File: src/rtl/wq_mem_arbiter_if.sv
// Bus bundle between the memory arbiter and its neighbours: the instruction
// cache, the data-cache miss path, the write-queue FIFO head and the RAM.
//
// Parameters: ADDR_W address width, DATA_W data width.
// Modports:
//   master - the arbiter's view. It drives the RAM enables, address and store
//            data, the iwait/dwait handshakes, the load passthroughs and the
//            queue pop strobe.
//   slave  - the environment's view (caches, write queue, RAM).
interface wq_mem_arbiter_if #(
    parameter int ADDR_W = 32,
    parameter int DATA_W = 32
);
    // instruction fetch port
    logic              iREN;
    logic [ADDR_W-1:0] iaddr;
    logic              iwait;
    logic [DATA_W-1:0] iload;

    // data-cache miss fill port
    logic              dmissREN;
    logic [ADDR_W-1:0] dmissaddr;
    logic              dwait;
    logic [DATA_W-1:0] dload;

    // write queue head and status
    logic              wempty;
    logic              full;
    logic [ADDR_W-1:0] wdaddr;
    logic [DATA_W-1:0] dstore;
    logic              wq_pop;

    // single-port RAM
    logic              ramREN;
    logic              ramWEN;
    logic [ADDR_W-1:0] ramaddr;
    logic [DATA_W-1:0] ramstore;
    logic [DATA_W-1:0] ramload;
    logic              ram_ready;

    modport master (
        input  iREN, iaddr, dmissREN, dmissaddr,
        input  wempty, full, wdaddr, dstore,
        input  ramload, ram_ready,
        output iwait, iload, dwait, dload, wq_pop,
        output ramREN, ramWEN, ramaddr, ramstore
    );

    modport slave (
        output iREN, iaddr, dmissREN, dmissaddr,
        output wempty, full, wdaddr, dstore,
        output ramload, ram_ready,
        input  iwait, iload, dwait, dload, wq_pop,
        input  ramREN, ramWEN, ramaddr, ramstore
    );
endinterface

File: src/rtl/wq_mem_arbiter.sv
// Single-port RAM arbiter shared by instruction fetches, data-cache miss
// fills and write-queue drains. One RAM transaction runs at a time and every
// transaction returns through an IDLE cycle where the next grant is chosen.
// Drains cannot starve (starve_cnt forces one after STARVE_MAX other
// completions) and a fill whose address equals the queue head waits until
// that head has been written back.
//
// Ports:
//   clk   - system clock, rising edge
//   n_rst - asynchronous reset, active-high despite its name
//   bus   - wq_mem_arbiter_if master modport (caches, write queue, RAM)
//
// Parameters: ADDR_W, DATA_W, STARVE_MAX (1..15).
module wq_mem_arbiter #(
    parameter int ADDR_W     = 32,
    parameter int DATA_W     = 32,
    parameter int STARVE_MAX = 4
) (
    input  logic              clk,
    input  logic              n_rst,
    wq_mem_arbiter_if.master  bus
);

    localparam logic [3:0] STARVE_LIMIT = 4'(STARVE_MAX);

    typedef enum logic [1:0] {IDLE, IFETCH, DFILL, DRAIN} state_t;

    state_t            state;
    state_t            next_state;
    logic [3:0]        starve_cnt;
    logic [ADDR_W-1:0] addr_q;
    logic [DATA_W-1:0] data_q;
    logic [ADDR_W-1:0] grant_addr;
    logic              hazard;
    logic              starved;
    logic              read_done;
    logic              drain_done;

    // A fill that hits the queue head must see the drained data first.
    assign hazard     = bus.dmissREN && (bus.dmissaddr == bus.wdaddr);
    assign starved    = (starve_cnt == STARVE_LIMIT);
    assign read_done  = ((state == IFETCH) || (state == DFILL)) && bus.ram_ready;
    assign drain_done = (state == DRAIN) && bus.ram_ready;

    // Loads are pure passthroughs; the wait strobes say when they are valid.
    assign bus.iload = bus.ramload;
    assign bus.dload = bus.ramload;

    // State register.
    always_ff @(posedge clk or posedge n_rst) begin
        if (n_rst) begin
            state <= IDLE;
        end else begin
            state <= next_state;
        end
    end

    // Grant selection in IDLE, plus Moore RAM enables and the combinational
    // completion strobes while a transaction is in flight.
    always_comb begin
        next_state   = state;
        grant_addr   = '0;
        bus.ramREN   = 1'b0;
        bus.ramWEN   = 1'b0;
        bus.ramaddr  = '0;
        bus.ramstore = '0;
        bus.iwait    = 1'b1;
        bus.dwait    = 1'b1;
        bus.wq_pop   = 1'b0;
        case (state)
            IDLE: begin
                if (!bus.wempty && (starved || hazard)) begin
                    next_state = DRAIN;
                    grant_addr = bus.wdaddr;
                end else if (bus.dmissREN) begin
                    next_state = DFILL;
                    grant_addr = bus.dmissaddr;
                end else if (bus.full) begin
                    next_state = DRAIN;
                    grant_addr = bus.wdaddr;
                end else if (bus.iREN) begin
                    next_state = IFETCH;
                    grant_addr = bus.iaddr;
                end else if (!bus.wempty) begin
                    next_state = DRAIN;
                    grant_addr = bus.wdaddr;
                end
            end
            IFETCH: begin
                bus.ramREN  = 1'b1;
                bus.ramaddr = addr_q;
                if (bus.ram_ready) begin
                    bus.iwait  = 1'b0;
                    next_state = IDLE;
                end else if (!bus.iREN) begin
                    next_state = IDLE;
                end
            end
            DFILL: begin
                bus.ramREN  = 1'b1;
                bus.ramaddr = addr_q;
                if (bus.ram_ready) begin
                    bus.dwait  = 1'b0;
                    next_state = IDLE;
                end else if (!bus.dmissREN) begin
                    next_state = IDLE;
                end
            end
            DRAIN: begin
                // A drain always runs to completion so the pop stays paired
                // with a real write.
                bus.ramWEN   = 1'b1;
                bus.ramaddr  = addr_q;
                bus.ramstore = data_q;
                if (bus.ram_ready) begin
                    bus.wq_pop = 1'b1;
                    next_state = IDLE;
                end
            end
            default: begin
                next_state = IDLE;
            end
        endcase
    end

    // Capture the winning address (and store data for a drain) on grant so
    // the requester is free to move on while the RAM works.
    always_ff @(posedge clk or posedge n_rst) begin
        if (n_rst) begin
            addr_q <= '0;
            data_q <= '0;
        end else if ((state == IDLE) && (next_state != IDLE)) begin
            addr_q <= grant_addr;
            if (next_state == DRAIN) begin
                data_q <= bus.dstore;
            end
        end
    end

    // Count reads completed while the queue waits; saturates at the limit.
    always_ff @(posedge clk or posedge n_rst) begin
        if (n_rst) begin
            starve_cnt <= '0;
        end else if (bus.wempty || drain_done) begin
            starve_cnt <= '0;
        end else if (read_done && !starved) begin
            starve_cnt <= starve_cnt + 4'd1;
        end
    end

endmodule
File: src/flat_wrapper.sv
// flat-port wrapper written by rule: the top's interface ports become plain ports
module wq_mem_arbiter_flat 
#(
    parameter int ADDR_W     = 32,
    parameter int DATA_W     = 32,
    parameter int STARVE_MAX = 4
)
  (clk, n_rst, bus_iREN, bus_iaddr, bus_dmissREN, bus_dmissaddr, bus_wempty, bus_full, bus_wdaddr, bus_dstore, bus_ramload, bus_ram_ready, bus_iwait, bus_iload, bus_dwait, bus_dload, bus_wq_pop, bus_ramREN, bus_ramWEN, bus_ramaddr, bus_ramstore);
  wq_mem_arbiter_if #(.ADDR_W(ADDR_W), .DATA_W(DATA_W)) bus_i ();
  input  logic clk;
  input  logic n_rst;
  input wire logic [$bits(bus_i.iREN)-1:0] bus_iREN;
  input wire logic [$bits(bus_i.iaddr)-1:0] bus_iaddr;
  input wire logic [$bits(bus_i.dmissREN)-1:0] bus_dmissREN;
  input wire logic [$bits(bus_i.dmissaddr)-1:0] bus_dmissaddr;
  input wire logic [$bits(bus_i.wempty)-1:0] bus_wempty;
  input wire logic [$bits(bus_i.full)-1:0] bus_full;
  input wire logic [$bits(bus_i.wdaddr)-1:0] bus_wdaddr;
  input wire logic [$bits(bus_i.dstore)-1:0] bus_dstore;
  input wire logic [$bits(bus_i.ramload)-1:0] bus_ramload;
  input wire logic [$bits(bus_i.ram_ready)-1:0] bus_ram_ready;
  output wire logic [$bits(bus_i.iwait)-1:0] bus_iwait;
  output wire logic [$bits(bus_i.iload)-1:0] bus_iload;
  output wire logic [$bits(bus_i.dwait)-1:0] bus_dwait;
  output wire logic [$bits(bus_i.dload)-1:0] bus_dload;
  output wire logic [$bits(bus_i.wq_pop)-1:0] bus_wq_pop;
  output wire logic [$bits(bus_i.ramREN)-1:0] bus_ramREN;
  output wire logic [$bits(bus_i.ramWEN)-1:0] bus_ramWEN;
  output wire logic [$bits(bus_i.ramaddr)-1:0] bus_ramaddr;
  output wire logic [$bits(bus_i.ramstore)-1:0] bus_ramstore;
  assign bus_i.iREN = bus_iREN;
  assign bus_i.iaddr = bus_iaddr;
  assign bus_i.dmissREN = bus_dmissREN;
  assign bus_i.dmissaddr = bus_dmissaddr;
  assign bus_i.wempty = bus_wempty;
  assign bus_i.full = bus_full;
  assign bus_i.wdaddr = bus_wdaddr;
  assign bus_i.dstore = bus_dstore;
  assign bus_i.ramload = bus_ramload;
  assign bus_i.ram_ready = bus_ram_ready;
  assign bus_iwait = bus_i.iwait;
  assign bus_iload = bus_i.iload;
  assign bus_dwait = bus_i.dwait;
  assign bus_dload = bus_i.dload;
  assign bus_wq_pop = bus_i.wq_pop;
  assign bus_ramREN = bus_i.ramREN;
  assign bus_ramWEN = bus_i.ramWEN;
  assign bus_ramaddr = bus_i.ramaddr;
  assign bus_ramstore = bus_i.ramstore;
  wq_mem_arbiter #(.ADDR_W(ADDR_W), .DATA_W(DATA_W), .STARVE_MAX(STARVE_MAX)) u_core (.clk(clk), .n_rst(n_rst), .bus(bus_i));
endmodule
File: config.mk
export PLATFORM = sky130hd
export DESIGN_NAME = wq_mem_arbiter_flat
export DESIGN_NICKNAME = d
export VERILOG_FILES = /design/src/rtl/wq_mem_arbiter_if.sv /design/src/rtl/wq_mem_arbiter.sv /design/src/flat_wrapper.sv
export SDC_FILE = /design/constraint.sdc
export NUM_CORES = 1
export LEC_CHECK = 0
export ABC_AREA = 1
export CORE_MARGIN = 3
export CORE_UTILIZATION = 35
export DETAILED_ROUTE_END_ITERATION = 7
export PLACE_DENSITY = 0.73
export REMOVE_ABC_BUFFERS = 1
export SLEW_MARGIN = 30
export SYNTH_ARGS = -nofsm -noshare
export SYNTH_HDL_FRONTEND = slang
export SYNTH_SLANG_ARGS = --single-unit
export TNS_END_PERCENT = 5
File: constraint.sdc
create_clock -name clk -period 2.7 [get_ports clk]
set_input_delay 0.405 -clock clk [delete_from_list [all_inputs] [get_ports clk]]
set_output_delay 0.405 -clock clk [all_outputs]
set_load 0.02 [all_outputs]
Yosys cells after proc, flatten, opt, wreduce, memory -nomap -nowiden
Cells that the tools add are included.
- register bits: 70
- bits of input ports: 167
- output and inout port bits: 133
- logic and storage cells: 56
- add/sub/neg operators: 1
- equal/unequal tests: 6
- mux-type cells: 28
- reduce and logical (&&, ||, !) cells: 17
- operators by type and width (kind ; count):
    $mux 32 ; 8
    $eq 32x32->1 ; 1
    $mux 2 ; 10
    $mux 4 ; 2
    $pmux 2 s4 ; 1
    $mux 1 ; 7
    $eq 2x2->1 const B ; 3
    $logic_and 1x1->1 ; 6
    $add 4x1->4 const B ; 1
    $eq 4x3->1 const B ; 1
    $reduce_bool 2->1 ; 2
    $logic_or 1x1->1 ; 3
    $reduce_or 3->1 ; 1
    $eq 2x1->1 const B ; 1
    $logic_not 1->1 ; 2
    $logic_not 2->1 ; 1
    $reduce_and 2->1 ; 1
    $reduce_or 2->1 ; 1

Logic depth before layout (Yosys ltp)
Gate-level depths: netlist of the first run.
- depth after elaboration: 9
- mapped depth: 16
- gate-level depth less buffers: 15

Least setup slack after synthesis of the first run
OpenSTA, ideal clock, no wires.
- path type: register to output
- from: register u_core.state[1]
- to: output port bus_ramaddr[10]
- arrival time: 1.506 ns
- required time: 2.295 ns
- setup slack: 0.789 ns
- stages on the path, launching flop included: 6
- buffers on the path: 2
- cell sequence: dfrtp_1 inv_1 ha_1 clkbuf_1 clkbuf_1 nor2_1
- longest elaborated chain between the ends: 3
- elaborated cells on any way between the ends: 5
- ends and longest elaborated chain (item ; line ; source):
    start: declaration ; wq_mem_arbiter.sv:28 ; state_t state;
    start signal: assignment ; wq_mem_arbiter.sv:54 ; state <= next_state;
    $eq 2x2->1 or $eq 2x1->1 (tied branches) ; wq_mem_arbiter.sv:70 ; case (state)
    $reduce_or 3->1 (no source line) * ; n/a ;
    $mux 32 * ; wq_mem_arbiter.sv:70 ;
    end: declaration ; flat_wrapper.sv:29 ; output wire logic [$bits(bus_i.ramaddr)-1:0] bus_ramaddr;
Mark *: on every way between the ends. The rest lies on a longest branch, timed or not.

Worst setup path in the final report of the first run
- from: register u_core.state[1]
- to: output port bus_ramaddr[3]
Same word-level chain as after synthesis.

==> results_dict.tcl, run 1 <==
set metrics [dict create \
    dpl.hpwl_um 15400 \
    coreArea_um2 15400 \
    antenna_found_initial 0 \
    ios 300 \
    p_leak_nw 3.94 \
    rows 45 \
    synthMuxAreaShare 0 \
    dpl_worst_slack_ps 28.2 \
    drcViolationCount 0 \
    grt_use_total 0.226 \
    final_cell_mix "nand2_1 (253), clkdlybuf4s50_1 (197), inv_1 (103)" \
    crit_type "reg2out" \
    hold_class "in2async" \
    cp_slowest_cell "clkdlybuf4s50_1" \
    drive_gt1_frac 0.0668 \
    area_delta_synth_final_pct 38.3 \
    slew_headroom 0.674 \
    antenna_cells 0 \
    cts.sinks 70 \
    hold-worst-slack_ps 413 \
    final_common_cell "nand2_1" \
    dieArea_um2 17600 \
    viasPerCell 4.98 \
    synth_top_family_by_area "simple AND/OR/NAND/NOR gates" \
    dp.cells 1153 \
    cts_root_buf "clkbuf_16" \
    drt_iter0_markers 421 \
    gr-total-overflow 0 \
    initial_core_util 0.363 \
    place_area_um2 7380 \
    path_clk_slew_ps 60 \
    drt-total-wl_um 20300 \
    cts_tree "built" \
    skew_ps 6.18 \
    rsz0062_at_grt "no" \
    crit_required_ps 2300 \
    fmax_mhz 389 \
    final_area_um2 7750 \
    synth_area_per_cell_um2 6.72 \
    cts.path.max_buffers 2 \
    hold_viol_final 0 \
    max_stage_delay_ps 630 \
    synth_cell_types 30 \
    vias 5826 \
    drv_cap 0 \
    synth_seq_area_share 0.313 \
    die_x_um 132 \
    ys_warn_count 0 \
    yosys.area_share.simple 0.308 \
    ant_nets 0 \
    start_kind "flip-flop" \
    synth-seq-cells 70 \
    setup_viol 0 \
    numCtsBuffers 9 \
    wl_per_cell_um 17.3 \
    path_cells "inv_2 -> ha_4 -> buf_12 -> nor2_1 -> clkdlybuf4s50_1" \
    period_share 0.951 \
    ir_worst_vdd_mv 0.528 \
    synth-compound-area-share 0.133 \
    syn-instance-count 833 \
    grt_max_degree 48 \
    grt_pass1_wl_um 31300 \
    synthXorXnorAreaFrac 0.0188 \
    slew_viol_final 0 \
    clock_latency_ps 330 \
    portBuffers 203 \
    nets 1126 \
    finalSetupTns_ps 0 \
    final_cells 1169 \
    routabilityCongestion 0.869 \
    post-cts-setup-buffers 0 \
    fin_ws_ps 131 \
    grt_pass1_vias 5573 \
    power.density_nw_per_um2 904 \
    tightest_slew_ps 488 \
    synthAdderAreaFrac 0.0134 \
    synth_area_um2 5600 \
    worstPathMaxFanout 26 \
    die_h_um 132 \
    drt_first_pass_iters 5 \
    period_needed_ps 2570 \
    end_kind "primary output" \
    status "completed" \
    worst-endpoint-arrival_ps 2160 \
    htreeDepth 3 \
]
-- final cells by class --
class                           instances  area [um2]
Timing Repair Buffer                  225        2290
Fill cell                            1555        7680
Tap cell                              211         264
Multi-Input combinational cell        532        2660
Clock inverter                          6         109
Sequential cell                        70        1750
Inverter                              115         433
Clock buffer                           10         239
-- critical path, delay by kind of cell, from the launching register on --
kind	cells	cell delay (ps)
flip-flops	1	450
AND/OR/NAND/NOR	1	150
adder cells (fa/ha/maj)	1	280
buffers and inverters	3	940
-- per-stage QoR --
step / power [mW] / utilization
floorplan: 3.92 / -
global placement: 5.58 / 0.479
detailed placement: 5.64 / 0.479
CTS: 7.08 / 0.501
global route: 7.54 / 0.502
finish: 7.00 / 0.502
-- power breakdown --
group	switching (mW)	internal [mW]
sequential	0.283	1.56
combinational	2.15	1.60
clock	0.475	0.926
total	2.91	4.09
-- state kept, by name, summed over array words and instances, names as in the netlist --
signal             cells
u_core.starve_cnt      4
u_core.data_q         32
u_core.state           2
u_core.addr_q         32
-- cells in the mapped netlist (all sizes together) --
cell type / number / area (um2)
a21oi: 1 / 5.00
xor2: 2 / 17.5
nand4: 34 / 213
inv: 112 / 420
nor3: 1 / 5.00
nand2: 255 / 962
o211ai: 53 / 458
nor2: 49 / 184
ha: 6 / 75.1
o21ai: 46 / 230
o31ai: 3 / 22.5
a221oi: 1 / 8.76
dfrtp: 70 / 1750
a41oi: 1 / 8.76
clkbuf: 29 / 109
buf: 87 / 657
nand3: 67 / 353
a31oi: 2 / 12.5
clkinv: 3 / 11.3
xnor2: 10 / 87.6
nor3b: 1 / 7.51
-- kinds of logic (layout without fill, tap and decap cells) --
family	Yosys count	count (layout)
AND/OR/NAND/NOR	407	407
adder cells (fa/ha/maj)	6	6
AO/OA/AOI/OAI	107	107
buffers and inverters	231	356
XOR/XNOR	12	12
flip-flops	70	70
-- routing by layer --
metal | wire length [um] | track usage | up-vias
met5 | 55 | 0.0444 | -
met3 | 2620 | 0.113 | 21
met4 | 227 | 0.0514 | 2
met1 | 9110 | 0.307 | 2635
li1 | - | - | 2840
met2 | 8240 | 0.316 | 328
-- what timing repair did --
| item | in CTS | in global routing |
|---|---|---|
| resized for setup | 0 | 7 |
| hold buffers | 0 | 0 |
| setup endpoints to repair | 0 | 12 |
| hold endpoints to repair | 0 | 0 |
-- worst paths after layout --
check / end / slack (ps) / depth (start not counted) / startpoint
min in group clk: u_core.addr_q[22] / 470 / 2 / u_core.addr_q[22]
worst max register to register: u_core.data_q[19] / 470 / 8 / u_core.state[0]
worst min register to register: u_core.addr_q[22] / 470 / 2 / u_core.addr_q[22]
worst min-delay path: u_core.addr_q[23] / 410 / 2 / n_rst
max in group asynchronous: u_core.addr_q[6] / 1680 / 3 / n_rst
worst max-delay path: bus_ramaddr[3] / 130 / 5 / u_core.state[1]
Note: power is estimated with default switching activity, not from simulation.
==> run 2: changes to the inputs <==
--- a/config.mk
+++ b/config.mk
@@ -11,6 +11,7 @@
 export DETAILED_ROUTE_END_ITERATION = 7
 export PLACE_DENSITY = 0.73
 export REMOVE_ABC_BUFFERS = 1
+export SETUP_SLACK_MARGIN = 0.2
 export SLEW_MARGIN = 30
 export SYNTH_ARGS = -nofsm -noshare
 export SYNTH_HDL_FRONTEND = slang
==> run 2 against run 1 <==
  * Global-route usage is the same
  * Flip-flop and latch count unchanged
  * Cell count rose by 0.17%
  * Largest power group unchanged
  * Highest routed layer unchanged
==> results_dict.tcl, run 2 (synthesis gave the netlist of run 1 again) <==
set metrics [dict create \
    start_kind "flip-flop" \
    dp.cells 1153 \
    fill_cells 1554 \
    cts.path.max_buffers 2 \
    viasPerCell 4.97 \
    skew_ps 7.66 \
    tightest_slew_ps 482 \
    drt-total-wl_um 20300 \
    routabilityCongestion 0.869 \
    cts_tree "built" \
    final_cells 1171 \
    hold_viol_final 0 \
    antenna_found_initial 0 \
    grt_use_total 0.226 \
    grt_pass1_vias 5573 \
    final_cell_mix "nand2_1 (253), clkdlybuf4s50_1 (198), inv_1 (104)" \
    rows 45 \
    gr-total-overflow 0 \
    cts.sinks 70 \
    p_leak_nw 3.93 \
    die_x_um 132 \
    regArea_um2 1750 \
    ant_nets 0 \
    dpl_worst_slack_ps 28.2 \
    drv_cap 0 \
    period_share 0.940 \
    reg_top3 "u_core.addr_q (32), u_core.data_q (32), u_core.starve_cnt (4)" \
    multi_input_area_um2 2660 \
    slew_viol_final 0 \
    final_common_cell "nand2_1" \
    portBuffers 203 \
    r2r_start "u_core.state[1]" \
    status "completed" \
    slew_headroom 0.676 \
    ios 300 \
    wl_per_cell_um 17.4 \
    htreeDepth 3 \
    power.density_nw_per_um2 908 \
    max_stage_delay_ps 620 \
    period_needed_ps 2540 \
    hold_class "in2async" \
    numCtsBuffers 9 \
    dieArea_um2 17600 \
    die_h_um 132 \
    drt_iter0_markers 394 \
    worst-endpoint-arrival_ps 2130 \
    nets 1128 \
    initial_core_util 0.363 \
    grt_max_degree 48 \
    reg2reg_to "u_core.data_q[19]" \
    cp_slowest_cell "clkdlybuf4s50_1" \
    coreArea_um2 15400 \
    setup_viol 0 \
    drive_gt1_frac 0.0677 \
    drt_first_pass_iters 5 \
    worstPathMaxFanout 26 \
    grt_pass1_wl_um 31300 \
    area_delta_synth_final_pct 38.6 \
    end_kind "primary output" \
    path_cells "inv_1 -> ha_4 -> buf_12 -> nor2_1 -> clkdlybuf4s50_1" \
    drcViolationCount 0 \
    antenna_cells 0 \
    crit_required_ps 2300 \
    cts_root_buf "clkbuf_16" \
    fmax_mhz 394 \
    dpl.hpwl_um 15400 \
    path_clk_slew_ps 60 \
    ir_worst_vdd_mv 0.519 \
    vias 5816 \
    clock_latency_ps 330 \
    ff2ff_path_depth 8 \
    finalSetupTns_ps 0 \
    crit_type "reg2out" \
    reg2reg_slack_ps 540 \
    fin_ws_ps 162 \
    final_util 0.503 \
    rsz0062_at_grt "yes" \
]
## run 2: worst max path at each step
stage / startpoint / end / cells after the start
after floorplan: u_core.state[1] / u_core.data_q[0] / 6
after global placement: bus_wdaddr[27] / u_core.data_q[6] / 14
after detailed placement: bus_wdaddr[27] / u_core.data_q[23] / 14
after CTS: u_core.state[1] / bus_ramaddr[7] / 5
after global routing: u_core.state[1] / bus_ramaddr[5] / 5
final: u_core.state[1] / bus_ramaddr[5] / 5
## run 2: layer usage
metal / wire (um) / part of all wire / track usage
met1: 9210 / 0.45 / 0.307
met2: 8270 / 0.41 / 0.316
met4: 232 / 0.011 / 0.0514
met3: 2550 / 0.13 / 0.113
met5: 55 / 0.0027 / 0.0444
## run 2: worst max-delay path: cells and delay by family (launching register included)
| family | cells | cell delay [ps] |
|---|---|---|
| AND/OR/NAND/NOR | 1 | 140 |
| flip-flops | 1 | 430 |
| buffers and inverters | 3 | 950 |
| adder cells (fa/ha/maj) | 1 | 250 |
## run 2: what timing repair did
item                       in CTS  in global routing
cloned                          0                  0
buffers inserted                0                  2
setup endpoints to repair      22                 88
hold buffers                    0                  0
pin swaps                       0                  1
gates resized for setup         1                  4
## run 2: per-stage QoR
step	hold slack, ps	area, um2	power (mW)
2_1_floorplan	442	4830	3.92
3_3_place_gp	454	7380	5.58
3_5_place_dp	458	7380	5.64
4_1_cts	414	7730	7.07
5_1_grt	454	7760	7.58
6_report	412	7760	7.04
## run 2: power by group
group | switching [mW] | total (mW) | internal (mW)
clock | 0.475 | 1.40 | 0.926
sequential | 0.281 | 1.85 | 1.56
combinational | 2.17 | 3.80 | 1.62
## run 2: final cells by class
type,instances,share of cell area
inverters,115,0.0558
clock inverters,6,0.0140
multi-input cells,532,0.343
flip-flops and latches,70,0.226
clock buffers,10,0.0308
well taps,211,0.0340
repair buffers,227,0.296
==> run 3: changes to the inputs <==
==> constraint.sdc (replaced) <==
create_clock -name clk -period 2.7 [get_ports clk]
set_input_delay 0.54 -clock clk [delete_from_list [all_inputs] [get_ports clk]]
set_output_delay 0.54 -clock clk [all_outputs]
set_load 0.02 [all_outputs]
==> run 3 against run 2 <==
  * Routed wire length fell by 0.13%
  * Global-route usage about the same
  * Critical endpoint is now bus_ramaddr[26]
  * Clock power shrank 12%
==> results_dict.tcl, run 3 (synthesis gave the netlist of run 1 again) <==
set metrics [dict create \
    final_cell_mix "nand2_1 (253), clkdlybuf4s50_1 (152), inv_1 (103)" \
    clock_latency_ps 340 \
    drt-total-wl_um 20300 \
    initial_core_util 0.363 \
    fmax_mhz 389 \
    drive_gt1_frac 0.0708 \
    post-cts-setup-buffers 0 \
    ant_nets 0 \
    startpoint "u_core.state[0]" \
    dieArea_um2 17600 \
    vias 5785 \
    final_util 0.511 \
    htreeDepth 3 \
    drcViolationCount 0 \
    crit_type "reg2out" \
    crit_required_ps 2160 \
    numCtsBuffers 9 \
    antenna_found_initial 0 \
    cts_root_buf "clkbuf_16" \
    die_h_um 132 \
    power.density_nw_per_um2 869 \
    end_kind "primary output" \
    cts_tree "built" \
    ios 300 \
    rsz0062_at_grt "yes" \
    fill_cells 1542 \
    setup_viol 0 \
    hp-start "u_core.addr_q[27]" \
    period_needed_ps 2570 \
    postCtsHoldBufs 0 \
    dpl_worst_slack_ps 6.68 \
    dp.cells 1155 \
    drv_cap 0 \
    regArea_um2 1750 \
    grtUsageMet2 0.314 \
    cts.sinks 70 \
    slew_headroom 0.579 \
    die_x_um 132 \
    fin_ws_ps 129 \
    total_power_mw 6.84 \
    drt_first_pass_iters 5 \
    skew_ps 5.49 \
    slew_viol_final 0 \
    finalSetupTns_ps 0 \
    dpl.hpwl_um 15400 \
    wl_per_cell_um 17.3 \
    portBuffers 203 \
    start_kind "flip-flop" \
    coreArea_um2 15400 \
    reg_top3 "u_core.addr_q (32), u_core.data_q (32), u_core.starve_cnt (4)" \
    routabilityCongestion 0.839 \
    period_share 0.952 \
    met3_usage 0.112 \
    r2r_start "u_core.state[0]" \
    nets 1128 \
    final_area_um2 7880 \
    hold-worst-slack_ps 469 \
    worstPathMaxFanout 30 \
    viasPerCell 4.94 \
    area_delta_synth_final_pct 40.7 \
    grt_pass1_vias 5413 \
    top_usage_layer "met2" \
    worst-endpoint-arrival_ps 2030 \
    gr-total-overflow 0 \
    tightest_slew_ps 631 \
    status "completed" \
    grt_max_degree 41 \
    cts.path.max_buffers 2 \
    grt_pass1_wl_um 31100 \
    hold_viol_final 0 \
    antenna_cells 0 \
    drt_iter0_markers 348 \
    place_area_um2 7440 \
    rows 45 \
    final_cells 1171 \
    p_leak_nw 4.68 \
    hold_class "reg2reg" \
    multi_input_area_um2 2660 \
    ir_worst_vdd_mv 0.346 \
    final_common_cell "nand2_1" \
    path_clk_slew_ps 60 \
    grt_use_total 0.225 \
    use_met1 0.311 \
]
==> run 3: critical path, cell delays in order, from the launching register on <==
cell,delay [ps]
dfrtp_2,440
inv_1,130
ha_4,270
buf_12,230
nor2_1,70
clkdlybuf4s50_1,540
==> run 3: final cells by class <==
type | instances | area share
multi-input cells | 532 | 0.338
inverters | 115 | 0.0550
clock inverters | 5 | 0.00731
flip-flops and latches | 70 | 0.223
clock buffers | 11 | 0.0321
well taps | 211 | 0.0335
repair buffers | 227 | 0.311
==> run 3: path summary, 6_finish.rpt <==
path / to / slack (ps) / depth (start not counted)
setup / recovery: bus_ramaddr[26] / 130 / 5
hold / removal: u_core.addr_q[27] / 470 / 2
setup reg to reg: u_core.data_q[19] / 520 / 9
hold reg to reg: u_core.addr_q[27] / 470 / 2
max in group asynchronous: u_core.state[0] / 1470 / 3
min in group asynchronous: u_core.data_q[13] / 590 / 2
==> run 3: timing repair <==
| action | CTS | global route |
|---|---|---|
| gates resized for setup | 1 | 54 |
| pin swaps | 0 | 0 |
| gates cloned | 0 | 0 |
| setup endpoints to repair | 35 | 74 |
==> run 3: report_power, final <==
part	leakage, nW	switching (mW)	internal [mW]
clock network	0.155	0.468	0.766
registers	0.861	0.292	1.57
logic	3.66	2.16	1.59
total	4.68	2.92	3.93
==> run 3: per-layer routing <==
layer / vias up / part of all wire
met3: 17 / 0.13
met2: 298 / 0.41
met4: 2 / 0.0095
li1: 2851 / -
met5: - / 0.0021
met1: 2617 / 0.45
